[src/rtl/uart_tx_fifo_drain_if.sv]
// Read port of the first-word fall-through FIFO as seen by the UART drain stage.
// The master side is the drain logic. It watches empty/data and pulses read.
interface uart_tx_fifo_drain_if #(
  parameter int DATA_SIZE = 8
);
  logic                 fifo_empty;
  logic [DATA_SIZE-1:0] fifo_data;
  logic                 fifo_read;

  modport master (
    input  fifo_empty,
    input  fifo_data,
    output fifo_read
  );

  modport slave (
    output fifo_empty,
    output fifo_data,
    input  fifo_read
  );
endinterface

[src/rtl/uart_tx_fifo_drain.sv]
// uart_tx_fifo_drain: drains a FWFT FIFO one word at a time and shifts each word
// out as an 8N1 UART frame (start bit, DATA_SIZE data bits LSB first, stop bit).
// The word is latched on the same edge that schedules the pop, so a
// one-cycle empty-flag latency inside the FIFO can never cause a double read.
// When another word is ready at the end of a stop bit, the next frame starts
// on that same edge, so back-to-back frames have no idle gap.
module uart_tx_fifo_drain #(
  parameter int DATA_SIZE    = 8,
  parameter int CLKS_PER_BIT = 868
) (
  input  logic                clk,
  input  logic                reset,
  input  logic                tx_enable,
  uart_tx_fifo_drain_if.master fifo,
  output logic                tx,
  output logic                tx_busy,
  output logic                tx_done
);

  localparam int CW = $clog2(CLKS_PER_BIT);
  localparam int IW = $clog2(DATA_SIZE);

  localparam logic [CW-1:0] CNT_LAST = CW'(CLKS_PER_BIT - 1);
  localparam logic [IW-1:0] IDX_LAST = IW'(DATA_SIZE - 1);

  localparam logic [1:0] IDLE  = 2'd0;
  localparam logic [1:0] START = 2'd1;
  localparam logic [1:0] DATA  = 2'd2;
  localparam logic [1:0] STOP  = 2'd3;

  logic [1:0]           state;
  logic [CW-1:0]        baud_cnt;
  logic [IW-1:0]        bit_idx;
  logic [DATA_SIZE-1:0] shift_reg;
  logic                 bit_end;
  logic                 start_ok;

  assign bit_end  = (baud_cnt == CNT_LAST);
  assign start_ok = tx_enable && !fifo.fifo_empty;

  // Baud counter: held at zero while idle, otherwise counts one bit period and wraps.
  always_ff @(posedge clk or posedge reset) begin
    if (reset) begin
      baud_cnt <= '0;
    end else if (state == IDLE || bit_end) begin
      baud_cnt <= '0;
    end else begin
      baud_cnt <= baud_cnt + CW'(1);
    end
  end

  // Frame sequencer: latch word and pop FIFO, then walk start/data/stop bits on bit_end.
  always_ff @(posedge clk or posedge reset) begin
    if (reset) begin
      state          <= IDLE;
      tx             <= 1'b1;
      tx_busy        <= 1'b0;
      tx_done        <= 1'b0;
      fifo.fifo_read <= 1'b0;
      bit_idx        <= '0;
      shift_reg      <= '0;
    end else begin
      fifo.fifo_read <= 1'b0;
      tx_done        <= 1'b0;
      case (state)
        IDLE: begin
          tx <= 1'b1;
          if (start_ok) begin
            shift_reg      <= fifo.fifo_data;
            fifo.fifo_read <= 1'b1;
            tx             <= 1'b0;
            tx_busy        <= 1'b1;
            state          <= START;
          end
        end
        START: begin
          if (bit_end) begin
            tx      <= shift_reg[0];
            bit_idx <= '0;
            state   <= DATA;
          end
        end
        DATA: begin
          if (bit_end) begin
            if (bit_idx == IDX_LAST) begin
              tx    <= 1'b1;
              state <= STOP;
            end else begin
              shift_reg <= shift_reg >> 1;
              tx        <= shift_reg[1];
              bit_idx   <= bit_idx + IW'(1);
            end
          end
        end
        STOP: begin
          if (bit_end) begin
            tx_done <= 1'b1;
            if (start_ok) begin
              shift_reg      <= fifo.fifo_data;
              fifo.fifo_read <= 1'b1;
              tx             <= 1'b0;
              state          <= START;
            end else begin
              tx      <= 1'b1;
              tx_busy <= 1'b0;
              state   <= IDLE;
            end
          end
        end
        default: begin
          tx      <= 1'b1;
          tx_busy <= 1'b0;
          state   <= IDLE;
        end
      endcase
    end
  end

endmodule

[src/flat_wrapper.sv]
// flat-port wrapper written by rule: the top's interface ports become plain ports
module uart_tx_fifo_drain_flat 
#(
  parameter int DATA_SIZE    = 8,
  parameter int CLKS_PER_BIT = 868
)
  (clk, reset, tx_enable, tx, tx_busy, tx_done, fifo_fifo_empty, fifo_fifo_data, fifo_fifo_read);
  uart_tx_fifo_drain_if #(.DATA_SIZE(DATA_SIZE)) fifo_i ();
  input  logic clk;
  input  logic reset;
  input  logic tx_enable;
  output logic tx;
  output logic tx_busy;
  output logic tx_done;
  input wire logic [$bits(fifo_i.fifo_empty)-1:0] fifo_fifo_empty;
  input wire logic [$bits(fifo_i.fifo_data)-1:0] fifo_fifo_data;
  output wire logic [$bits(fifo_i.fifo_read)-1:0] fifo_fifo_read;
  assign fifo_i.fifo_empty = fifo_fifo_empty;
  assign fifo_i.fifo_data = fifo_fifo_data;
  assign fifo_fifo_read = fifo_i.fifo_read;
  uart_tx_fifo_drain #(.DATA_SIZE(DATA_SIZE), .CLKS_PER_BIT(CLKS_PER_BIT)) u_core (.clk(clk), .reset(reset), .tx_enable(tx_enable), .fifo(fifo_i), .tx(tx), .tx_busy(tx_busy), .tx_done(tx_done));
endmodule
[config.mk]
export PLATFORM = sky130hd
export DESIGN_NAME = uart_tx_fifo_drain_flat
export DESIGN_NICKNAME = d
export VERILOG_FILES = /design/src/rtl/uart_tx_fifo_drain_if.sv /design/src/rtl/uart_tx_fifo_drain.sv /design/src/flat_wrapper.sv
export SDC_FILE = /design/constraint.sdc
export NUM_CORES = 1
export LEC_CHECK = 0
export ABC_AREA = 1
export BUFFER_PORTS_ARGS = -buffer_cell sky130_fd_sc_hd__buf_2
export CAP_MARGIN = 0
export CORE_AREA = 2 2 56 58
export DETAILED_ROUTE_END_ITERATION = 6
export DIE_AREA = 0 0 58 60
export GPL_TIMING_DRIVEN = 0
export PLACE_DENSITY = 0.88
export REMOVE_ABC_BUFFERS = 1
export SYNTH_ARGS = -nofsm -noshare
export SYNTH_HDL_FRONTEND = slang
export SYNTH_SLANG_ARGS = --single-unit
[constraint.sdc]
create_clock -name clk -period 1.7 [get_ports clk]
set_clock_uncertainty 0.05 [all_clocks]
set_input_delay 0.17 -clock clk [delete_from_list [all_inputs] [get_ports clk]]
set_output_delay 0.17 -clock clk [all_outputs]
set_load 0.005 [all_outputs]
==> summary.md, run 1 <==
| Metric | Value |
|---|---|
| Number of core rows | 20 |
| Worst slew pin tran | 1030 ps |
| Hold slack final | approximately 20 ps |
| Type of the setup path with the least slack | reg2reg |
| Layout cell share with drive strength beyond 1 | 0.298 |
| I/O pin cnt | 16 |
| Number of antenna violations at the first check in global routing | 0 |
| Number of buffers on the longest clock path | 2 |
| Worst min path class | in2async |
| Vias in the first global route | between 1k and 1.5k |
| Final clock period utilization by the worst path | 0.954 |
| Placement Cell Area | 1680 um^2 |
| WL/cell | 13.0 um |
| Y dimension of the die | 60 um |
| Violation count after the first detailed-route iteration | 29 |
| Yosys top cell by area | sky130_fd_sc_hd__dfrtp_1 |
| Total clock buffers created by CTS | 3 |
| Avg Synthesized Cell Area | between 8 and 9 um^2 |
| Setup slack at placement | -358 ps |
| WP data arrival | 1800 ps |
| Root buffer cell | sky130_fd_sc_hd__clkbuf_4 |
| Remaining routing DRC violations | 0 |
| Worst path bufs/invs | 0 |
| Number of storage elements in the synthesis netlist | 27 |
| Number of enable-type register cells in the synthesized netlist | 0 |
| CTS tree | done |
| Outcome | finished, final reports clean |
| Ys async rst share | 1.00 |
| Overall fraction of global-route tracks in use | 0.188 |
| Commonest cells in the netlist | 60 x sky130_fd_sc_hd__nand2_1, 26 x sky130_fd_sc_hd__dfrtp_1, 16 x sky130_fd_sc_hd__inv_1 |
| Max incr delay on CP | roughly 440 ps |
| Final cell area excluding filler cells | 1830 um^2 |
| Share of the synthesized area in the top cell type | 0.410 |
| Area overhead of the layout relative to synthesis | 15.4% |
| Number of sinks driven by the clock tree | 27 |
| Max-Slew Margin vs Limit | 0.311 |
| Cell types occupying the most area after synthesis | sky130_fd_sc_hd__dfrtp_1 41%, sky130_fd_sc_hd__nand2_1 14%, sky130_fd_sc_hd__ha_1 6.3% |
| Distinct cell type count after synthesis | 29 |
| Worst-path cell chain | ha_2, ha_2, nand2_2, nand2_2, a21oi_4, nand3_4, nand2_1, nand2_1 |
| First-pass GRT wire length | between 5000 and 6000 um |
| Number of max-cap violations | 0 |
| Fill count | 245 |
| Die X-Extent | 58 um |
| Final setup violation count | 0 |
| Effective utilization at floorplan | 0.547 |
| Antenna cell count | 0 |
| Core area | 2900 um^2 |
| PortBufs | 15 |
| Final worst-path setup slack | between 70 and 80 ps |
| Clock latency on the worst-skew pair | between 300 and 400 ps |
| Element type at the critical path start | flip-flop |
| Critical Path Fanout Max | 8 |
| Final Hold Viols | 0 |
| CTS H-tree lvls | 1 |
| Post-Syn Instances | 187 |
| Netlist area before placement | 1590 um^2 |
| Detailed-route via count | between 1k and 1.5k |
| Worst vdd rail ir drop | 0.00114 V |
| Worst reg2reg startpoint | u_core.bit_idx[0]$_DFFE_PP0P_ |
| Routed Wire Length | ~3200 um |
| Full die area | roughly 3500 um^2 |
| Gr ovfl total | 0 |
| Number of instances in the placed design | 233 |
| Share of the yosys chip area belonging to registers | 0.426 |
| Post-route antenna net violation count | 0 |
| Post-layout nets | 236 |
| HPWL after detailed placement | 2050 um |
| Critical-path top delay cell | sky130_fd_sc_hd__dfrtp_1 |
| Number of synthesis warnings | 0 |
| Sum Neg Setup Slack | 0 ps |
| Most used standard cell by instance count after synthesis | sky130_fd_sc_hd__nand2_1 |
| Fin crit period | 1620 ps |
| Power per cell area | 1410 nW/um^2 |
| Pin count of the biggest net entering global routing | 28 |
| CP Launch Point | u_core.bit_idx[0]$_DFFE_PP0P_ |
| FMAX | 617 MHz |
| Leading register cell type out of synthesis | sky130_fd_sc_hd__dfrtp_1 |
| Vias per Instance | ~5.3 |
| Sort of element at the end of the critical path | flip-flop |
| First-pass iteration count of the detailed router | 7 |
| Critical path data required time | 1880 ps |
| Flip-flop count of the largest register, all copies and words added | 10 |
| Final-report max-slew violation count | 0 |
| Final weighted congestion in routability-driven placement | 0.846 |
| Lkg Pwr | 0.914 nW |
| Final cell count without fillers | ~250 |
| Largest delay contributor family on the critical path | simple AND/OR/NAND/NOR gates |
| CTS clk-pin slew, worst paths | 140 ps |
where the power goes:
group          total [W]  switching, W  internal (W)
sequential      0.000972      0.000138      0.000833
combinational    0.00133      0.000814      0.000514
clock           0.000279      0.000187     0.0000920
metrics by stage:
| stage | total power, W | util |
|---|---|---|
| floorplan | 0.00183 | - |
| global placement | 0.00204 | 0.578 |
| detailed placement | 0.00209 | 0.578 |
| CTS | 0.00243 | 0.600 |
| global route | 0.00279 | 0.631 |
| finish | 0.00258 | 0.631 |
cell usage in the layout, fill, tap and decap left out, types with 2 or more instances in the layout:
cell type,n
sky130_fd_sc_hd__inv_1,15
sky130_fd_sc_hd__nor3_2,3
sky130_fd_sc_hd__dfrtp_2,3
sky130_fd_sc_hd__nand4_1,10
sky130_fd_sc_hd__nand3_4,2
sky130_fd_sc_hd__nand2_1,57
sky130_fd_sc_hd__o21ai_1,3
sky130_fd_sc_hd__nand2_8,2
sky130_fd_sc_hd__nor2_4,2
sky130_fd_sc_hd__nor2_1,15
sky130_fd_sc_hd__o21ai_0,3
sky130_fd_sc_hd__xor2_1,4
sky130_fd_sc_hd__nor2_2,2
sky130_fd_sc_hd__ha_2,2
sky130_fd_sc_hd__a21oi_1,5
sky130_fd_sc_hd__buf_2,15
sky130_fd_sc_hd__dfrtp_1,23
sky130_fd_sc_hd__buf_4,10
sky130_fd_sc_hd__clkbuf_4,3
sky130_fd_sc_hd__ha_1,5
sky130_fd_sc_hd__nand3_1,8
sky130_fd_sc_hd__nand2_2,7
sky130_fd_sc_hd__inv_2,3
worst register-to-register path: cells and delay by family (launching register included):
| family | cells | cell delay (ps) |
|---|---|---|
| flip-flops | 1 | 440 |
| AND/OR/NAND/NOR | 5 | 460 |
| adder cells (fa/ha/maj) | 2 | 370 |
| AO/OA/AOI/OAI | 1 | 210 |
cells by family (layout without fill, tap and decap cells):
family | after synthesis | count (layout) | share of synthesized area
compound gates | 15 | 15 | 0.0638
xor+xnor | 4 | 4 | 0.0221
fa+ha+maj | 8 | 8 | 0.0630
buf+inv | 21 | 49 | 0.0607
flops | 27 | 27 | 0.426
simple gates | 112 | 112 | 0.364
layer usage:
metal | vias up | part of all wire | track usage
li1 | 662 | - | -
met1 | 608 | 0.42 | 0.234
met2 | 27 | 0.54 | 0.341
met3 | 6 | 0.025 | 0.0238
met4 | 0 | 0.012 | 0.0565
met5 | - | 0 | 0
cell type report:
type,instances,area (um^2),share of cell area
Tap cell,33,41.3,0.0225
Clock buffer,4,26.3,0.0143
Inverter,19,73.8,0.0403
Timing Repair Buffer,26,161,0.0881
Multi-Input combinational cell,139,848,0.463
Sequential cell,27,681,0.372
final timing paths:
kind,cells after the start,slack (ps),endpoint
max,8,80,u_core.shift_reg[5]$_DFFE_PP0P_
max reg2reg,8,80,u_core.shift_reg[5]$_DFFE_PP0P_
min reg2reg,1,430,u_core.baud_cnt[0]$_DFF_PP0_
min in group clk,4,70,u_core.tx_busy$_DFFE_PP0P_
max in group asynchronous,2,900,u_core.state[0]$_DFFE_PP0P_
min,2,20,u_core.baud_cnt[4]$_DFF_PP0_
repair_timing:
item                       CTS  global route
cloned                       0             0
gates resized for setup      2            12
hold buffers                 0             0
setup endpoints to repair   14            21
pin swaps                    2             4
setup buffers                3             8
No activity file was read; power rests on OpenSTA's default activity.
==> run 2, diff against run 1 <==
Clock period 1.7 ns to 2.1 ns, I/O delays scaled along.
==> summary.md, run 2 (synthesis results as in run 1) <==
| Metric | Value |
|---|---|
| Number of sinks driven by the clock tree | 27 |
| Most common cell type on the critical path | sky130_fd_sc_hd__nand2_1 |
| Vias in the first global route | 1158 |
| Post-layout util | 0.588 |
| Overall fraction of global-route tracks in use | 0.182 |
| Sort of element at the end of the critical path | flip-flop |
| Worst-path cell chain | inv_1, ha_2, inv_2, a21oi_4, nand3_4, nand2_1, nand2_1 |
| Clock latency on the worst-skew pair | 320 ps |
| Routed Wire Length | 2730 um |
| Lkg Pwr | around 0.86 nW |
| Gr ovfl total | 0 |
| WL/cell | 11.5 um |
| Vias per Instance | 5.16 |
| HPWL after detailed placement | 2050 um |
| Critical-path top delay cell | sky130_fd_sc_hd__dfrtp_1 |
| Effective utilization at floorplan | 0.547 |
| Detailed-route via count | 1224 |
| RSZ-0062 raised after global routing | false |
| Post-layout nets | 225 |
| Flip-flop count of the largest register, all copies and words added | 10 |
| Max incr delay on CP | 450 ps |
| Element type at the critical path start | flip-flop |
| Y dimension of the die | roughly 60 um |
| Most crowded layer after global routing | met2 |
| Met2 usage | 0.321 |
| Number of max-cap violations | 0 |
| Worst vdd rail ir drop | approximately 0.0011 V |
| Post-route antenna net violation count | 0 |
| Layout cell share with drive strength beyond 1 | 0.216 |
| Antenna cell count | 0 |
| First-pass iteration count of the detailed router | 4 |
| Most common cell after layout, fill and taps aside | sky130_fd_sc_hd__nand2_1 |
| Number of antenna violations at the first check in global routing | 0 |
| Sum Neg Setup Slack | 0 ps |
| CTS clk-pin slew, worst paths | between 100 and 150 ps |
| Final clock period utilization by the worst path | 0.900 |
| Area overhead of the layout relative to synthesis | 7.57% |
| Final weighted congestion in routability-driven placement | between 0.8 and 0.9 |
| Worst min path class | in2async |
| Final-report max-slew violation count | 0 |
| I/O pin cnt | 16 |
| Max-Slew Margin vs Limit | 0.320 |
| Total clock buffers created by CTS | 3 |
| Type of the setup path with the least slack | reg2reg |
| Number of core rows | 20 |
| Root buffer cell | sky130_fd_sc_hd__clkbuf_4 |
| Leading cell types in the layout, fill and taps excluded | 60 x sky130_fd_sc_hd__nand2_1, 26 x sky130_fd_sc_hd__dfrtp_1, 16 x sky130_fd_sc_hd__inv_1 |
| Die X-Extent | 58 um |
| CTS H-tree lvls | 1 |
| PortBufs | 15 |
| Met1 routing resource usage after global routing | 0.238 |
| Total area of multi-input combinational cells | 817 um^2 |
| CTS tree | done |
| Critical path data required time | 2280 ps |
| Remaining routing DRC violations | 0 |
| Pin count of the biggest net entering global routing | 28 |
| Full die area | 3480 um^2 |
| WP data arrival | slightly above 2000 ps |
| Global-route met3 utilization | 0.0195 |
| Overall power consumption | 0.00191 W |
| Fill count | ~260 |
| Worst slew pin tran | between 1000 and 1500 ps |
| Outcome | finished, final reports clean |
| Core area | 2900 um^2 |
| Hold buffer count at cts | 0 |
| Fin crit period | 1890 ps |
| Final Hold Viols | 0 |
| Violation count after the first detailed-route iteration | 24 |
| Total area of sequential cells | 677 um^2 |
| Number of buffers on the longest clock path | 2 |
| Critical Path Fanout Max | 12 |
| Final setup violation count | 0 |
| First-pass GRT wire length | between 4000 and 5000 um |
| FMAX | 529 MHz |
| Power per cell area | 1120 nW/um^2 |
==> run 2: cell count changes in the layout (fill, tap and decap cells not counted), moves of 2 or more <==
cell | previous run | this run
sky130_fd_sc_hd__buf_4 | 10 | 0
sky130_fd_sc_hd__dfrtp_1 | 23 | 26
sky130_fd_sc_hd__dfrtp_2 | 3 | 0
sky130_fd_sc_hd__ha_1 | 5 | 7
sky130_fd_sc_hd__nand2_1 | 57 | 60
sky130_fd_sc_hd__nand2_2 | 7 | 4
==> run 2: final timing paths <==
kind / start / to / slack, ps / cells after the start
setup reg to reg: u_core.state[0]$_DFFE_PP0P_ / u_core.shift_reg[6]$_DFFE_PP0P_ / 210 / 7
min in group clk: fifo_fifo_empty / u_core.tx_busy$_DFFE_PP0P_ / 100 / 4
hold / removal: reset / u_core.shift_reg[0]$_DFFE_PP0P_ / 60 / 2
max in group asynchronous: reset / u_core.bit_idx[2]$_DFFE_PP0P_ / 1330 / 2
hold reg to reg: u_core.shift_reg[3]$_DFFE_PP0P_ / u_core.shift_reg[3]$_DFFE_PP0P_ / 440 / 2
setup / recovery: u_core.state[0]$_DFFE_PP0P_ / u_core.shift_reg[6]$_DFFE_PP0P_ / 210 / 7
==> run 2: worst max-delay path: cells and delay by family, from the launching register on <==
kind	cells	cell delay [ps]
and+or+nand+nor	3	300
buffers and inverters	2	310
DFF	1	450
adders and majority gates	1	360
AOI/OAI and AO/OA	1	320
==> run 2: area by class of cell <==
type	instances	share of cell area
multi-input combinational	139	0.478
clock buffer	4	0.0154
sequential	27	0.396
timing repair buffer	15	0.0440
inverter	19	0.0418
tap	33	0.0242
==> run 2: layer usage <==
layer  vias up  share of wire
met4         0         0.0070
met1       572           0.47
li1        639              -
met5         -              0
met3         2          0.020
met2        11           0.50
==> run 2: through the flow <==
stage	std cells	instance area [um^2]	hold slack [ps]	setup WS, ps
final	237	1710	58.0	210
after global routing	237	1710	98.6	64.9
after CTS	237	1710	81.2	18.5
after detailed placement	233	1680	410	42.3
after global placement	233	1680	407	66.8
after floorplan	185	1560	212	371
==> run 2: power by group <==
part	switching [W]	internal [W]	total [W]
logic	0.000594	0.000317	0.000911
clock network	0.000149	0.0000744	0.000223
registers	0.000106	0.000669	0.000775
total	0.000848	0.00106	0.00191
==> run 2: timing repair <==
action	in CTS	in global routing
resized for setup	0	1
buffers inserted	0	0
endpoints found under the setup margin	0	8
==> run 3, diff against run 2 <==
==> constraint.sdc (replaced) <==
create_clock -name clk -period 2.1 [get_ports clk]
set_clock_uncertainty 0.05 [all_clocks]
set_input_delay 0.105 -clock clk [delete_from_list [all_inputs] [get_ports clk]]
set_output_delay 0.105 -clock clk [all_outputs]
set_load 0.005 [all_outputs]
==> summary.md, run 3 (synthesis results as in run 1) <==
| Metric | Value |
|---|---|
| Worst slew pin tran | between 1000 and 1500 ps |
| Internal | 0.00106 W |
| Root buffer cell | sky130_fd_sc_hd__clkbuf_4 |
| Leading cell types in the layout, fill and taps excluded | 60 x sky130_fd_sc_hd__nand2_1, 26 x sky130_fd_sc_hd__dfrtp_1, 16 x sky130_fd_sc_hd__inv_1 |
| First-pass iteration count of the detailed router | 4 |
| Y dimension of the die | 60 um |
| Post-route antenna net violation count | 0 |
| Final weighted congestion in routability-driven placement | 0.846 |
| Worst min path class | in2reg |
| Vias per Instance | about 5.2 |
| Number of core rows | 20 |
| Final clock period utilization by the worst path | 0.899 |
| Sw Ratio | 0.443 |
| Setup Fix Bufs, Post-CTS | 0 |
| Most common cell after layout, fill and taps aside | sky130_fd_sc_hd__nand2_1 |
| I/O pin cnt | 16 |
| Area overhead of the layout relative to synthesis | 8.83% |
| Die X-Extent | just under 60 um |
| Pin count of the biggest net entering global routing | 28 |
| Outcome | finished, final reports clean |
| Sort of element at the end of the critical path | flip-flop |
| Core area | slightly below 3000 um^2 |
| Hold slack final | 47.0 ps |
| Critical Path Fanout Max | 12 |
| Worst vdd rail ir drop | 0.00107 V |
| Vias in the first global route | ~1.2k |
| First-pass GRT wire length | 4920 um |
| Final Hold Viols | 0 |
| Remaining routing DRC violations | 0 |
| RSZ-0062 raised after global routing | false |
| Max-Slew Margin vs Limit | 0.320 |
| Total clock buffers created by CTS | 3 |
| Number of buffers on the longest clock path | 2 |
| Final setup violation count | 0 |
| Clock latency on the worst-skew pair | 320 ps |
| Antenna cell count | 0 |
| Flip-flop count of the largest register, all copies and words added | 10 |
| Part of the total power dissipated in the clock network | 0.116 |
| Type of the setup path with the least slack | reg2reg |
| Gr ovfl total | 0 |
| WL/cell | 11.4 um |
| CTS clk-pin slew, worst paths | 140 ps |
| Lkg Pwr | about 0.87 nW |
| Sum Neg Setup Slack | 0 ps |
| Detailed-route via count | 1232 |
| PortBufs | 15 |
| Post-layout nets | 227 |
| HPWL after detailed placement | 2050 um |
| Number of sinks driven by the clock tree | 27 |
| Power per cell area | 1110 nW/um^2 |
| CTS tree | done |
| WP data arrival | ~2000 ps |
| Overall fraction of global-route tracks in use | 0.183 |
| FMAX | 530 MHz |
| Layout cell share with drive strength beyond 1 | 0.214 |
| Effective utilization at floorplan | 0.547 |
| Violation count after the first detailed-route iteration | 24 |
| Portion of total power attributed to combinational logic | 0.479 |
| Element type at the critical path start | flip-flop |
| Full die area | 3480 um^2 |
| Net Sw Power | 0.000847 W |
| Power share of the sequential group | 0.405 |
| Fin crit period | 1890 ps |
| CTS H-tree lvls | 1 |
| Critical path data required time | 2280 ps |
| Number of antenna violations at the first check in global routing | 0 |
| Number of max-cap violations | 0 |
| Routed Wire Length | 2730 um |
| Final-report max-slew violation count | 0 |
==> run 3: routing by layer <==
layer | global-route usage | up-vias | share of wire
li1 | - | 642 | -
met1 | 0.241 | 577 | 0.47
met2 | 0.323 | 11 | 0.50
met3 | 0.0195 | 2 | 0.020
met4 | 0.0498 | 0 | 0.0070
met5 | 0 | - | 0
==> run 3: final timing paths <==
kind / start / endpoint / slack, ps / depth (start not counted)
max in group asynchronous: reset / u_core.bit_idx[2]$_DFFE_PP0P_ / 890 / 3
setup reg to reg: u_core.state[0]$_DFFE_PP0P_ / u_core.shift_reg[6]$_DFFE_PP0P_ / 210 / 7
hold reg to reg: u_core.shift_reg[3]$_DFFE_PP0P_ / u_core.shift_reg[3]$_DFFE_PP0P_ / 440 / 2
min in group asynchronous: reset / u_core.shift_reg[2]$_DFFE_PP0P_ / 510 / 3
hold / removal: fifo_fifo_data[7] / u_core.shift_reg[7]$_DFFE_PP0P_ / 50 / 5
setup / recovery: u_core.state[0]$_DFFE_PP0P_ / u_core.shift_reg[6]$_DFFE_PP0P_ / 210 / 7
==> run 3: repair_timing <==
action | CTS | global route
hold buffers | 2 | 0
hold endpoints to repair | 27 | 0
setup endpoints to repair | 0 | 8
gates resized for setup | 0 | 1
==> run 3: cell type report <==
cell class	instances	area [um^2]
tap	33	41.3
inverter	19	71.3
timing repair buffer	17	95.1
multi-input combinational	139	817
fill	261	1170
sequential	27	677
clock buffer	4	26.3
==> run 3: worst max-delay path, cell delays in order, from the launching register on <==
cell and delay (ps):
sky130_fd_sc_hd__dfrtp_1 450, sky130_fd_sc_hd__inv_1 140, sky130_fd_sc_hd__ha_2 360, sky130_fd_sc_hd__inv_2 170, sky130_fd_sc_hd__a21oi_4 320, sky130_fd_sc_hd__nand3_4 160, sky130_fd_sc_hd__nand2_1 90, sky130_fd_sc_hd__nand2_1 50
==> run 3: metrics by stage <==
stage,std cells,setup WS [ps],total power (W),area (um^2),util
floorplan,185,371,0.00148,1560,-
global placement,233,66.8,0.00166,1680,0.578
detailed placement,233,42.3,0.00169,1680,0.578
CTS,239,18.5,0.00192,1730,0.594
global route,239,64.9,0.00209,1730,0.595
finish,239,213,0.00191,1730,0.595
==> run 3: power by group through the flow <==
stage	Sequential [W]	Combinational (W)	Clock, W
floorplan	0.000763	0.000720	0
finish	0.000774	0.000914	0.000221
global route	0.000797	0.00104	0.000255
detailed placement	0.000786	0.000908	0
global placement	0.000778	0.000877	0
CTS	0.000774	0.000915	0.000235
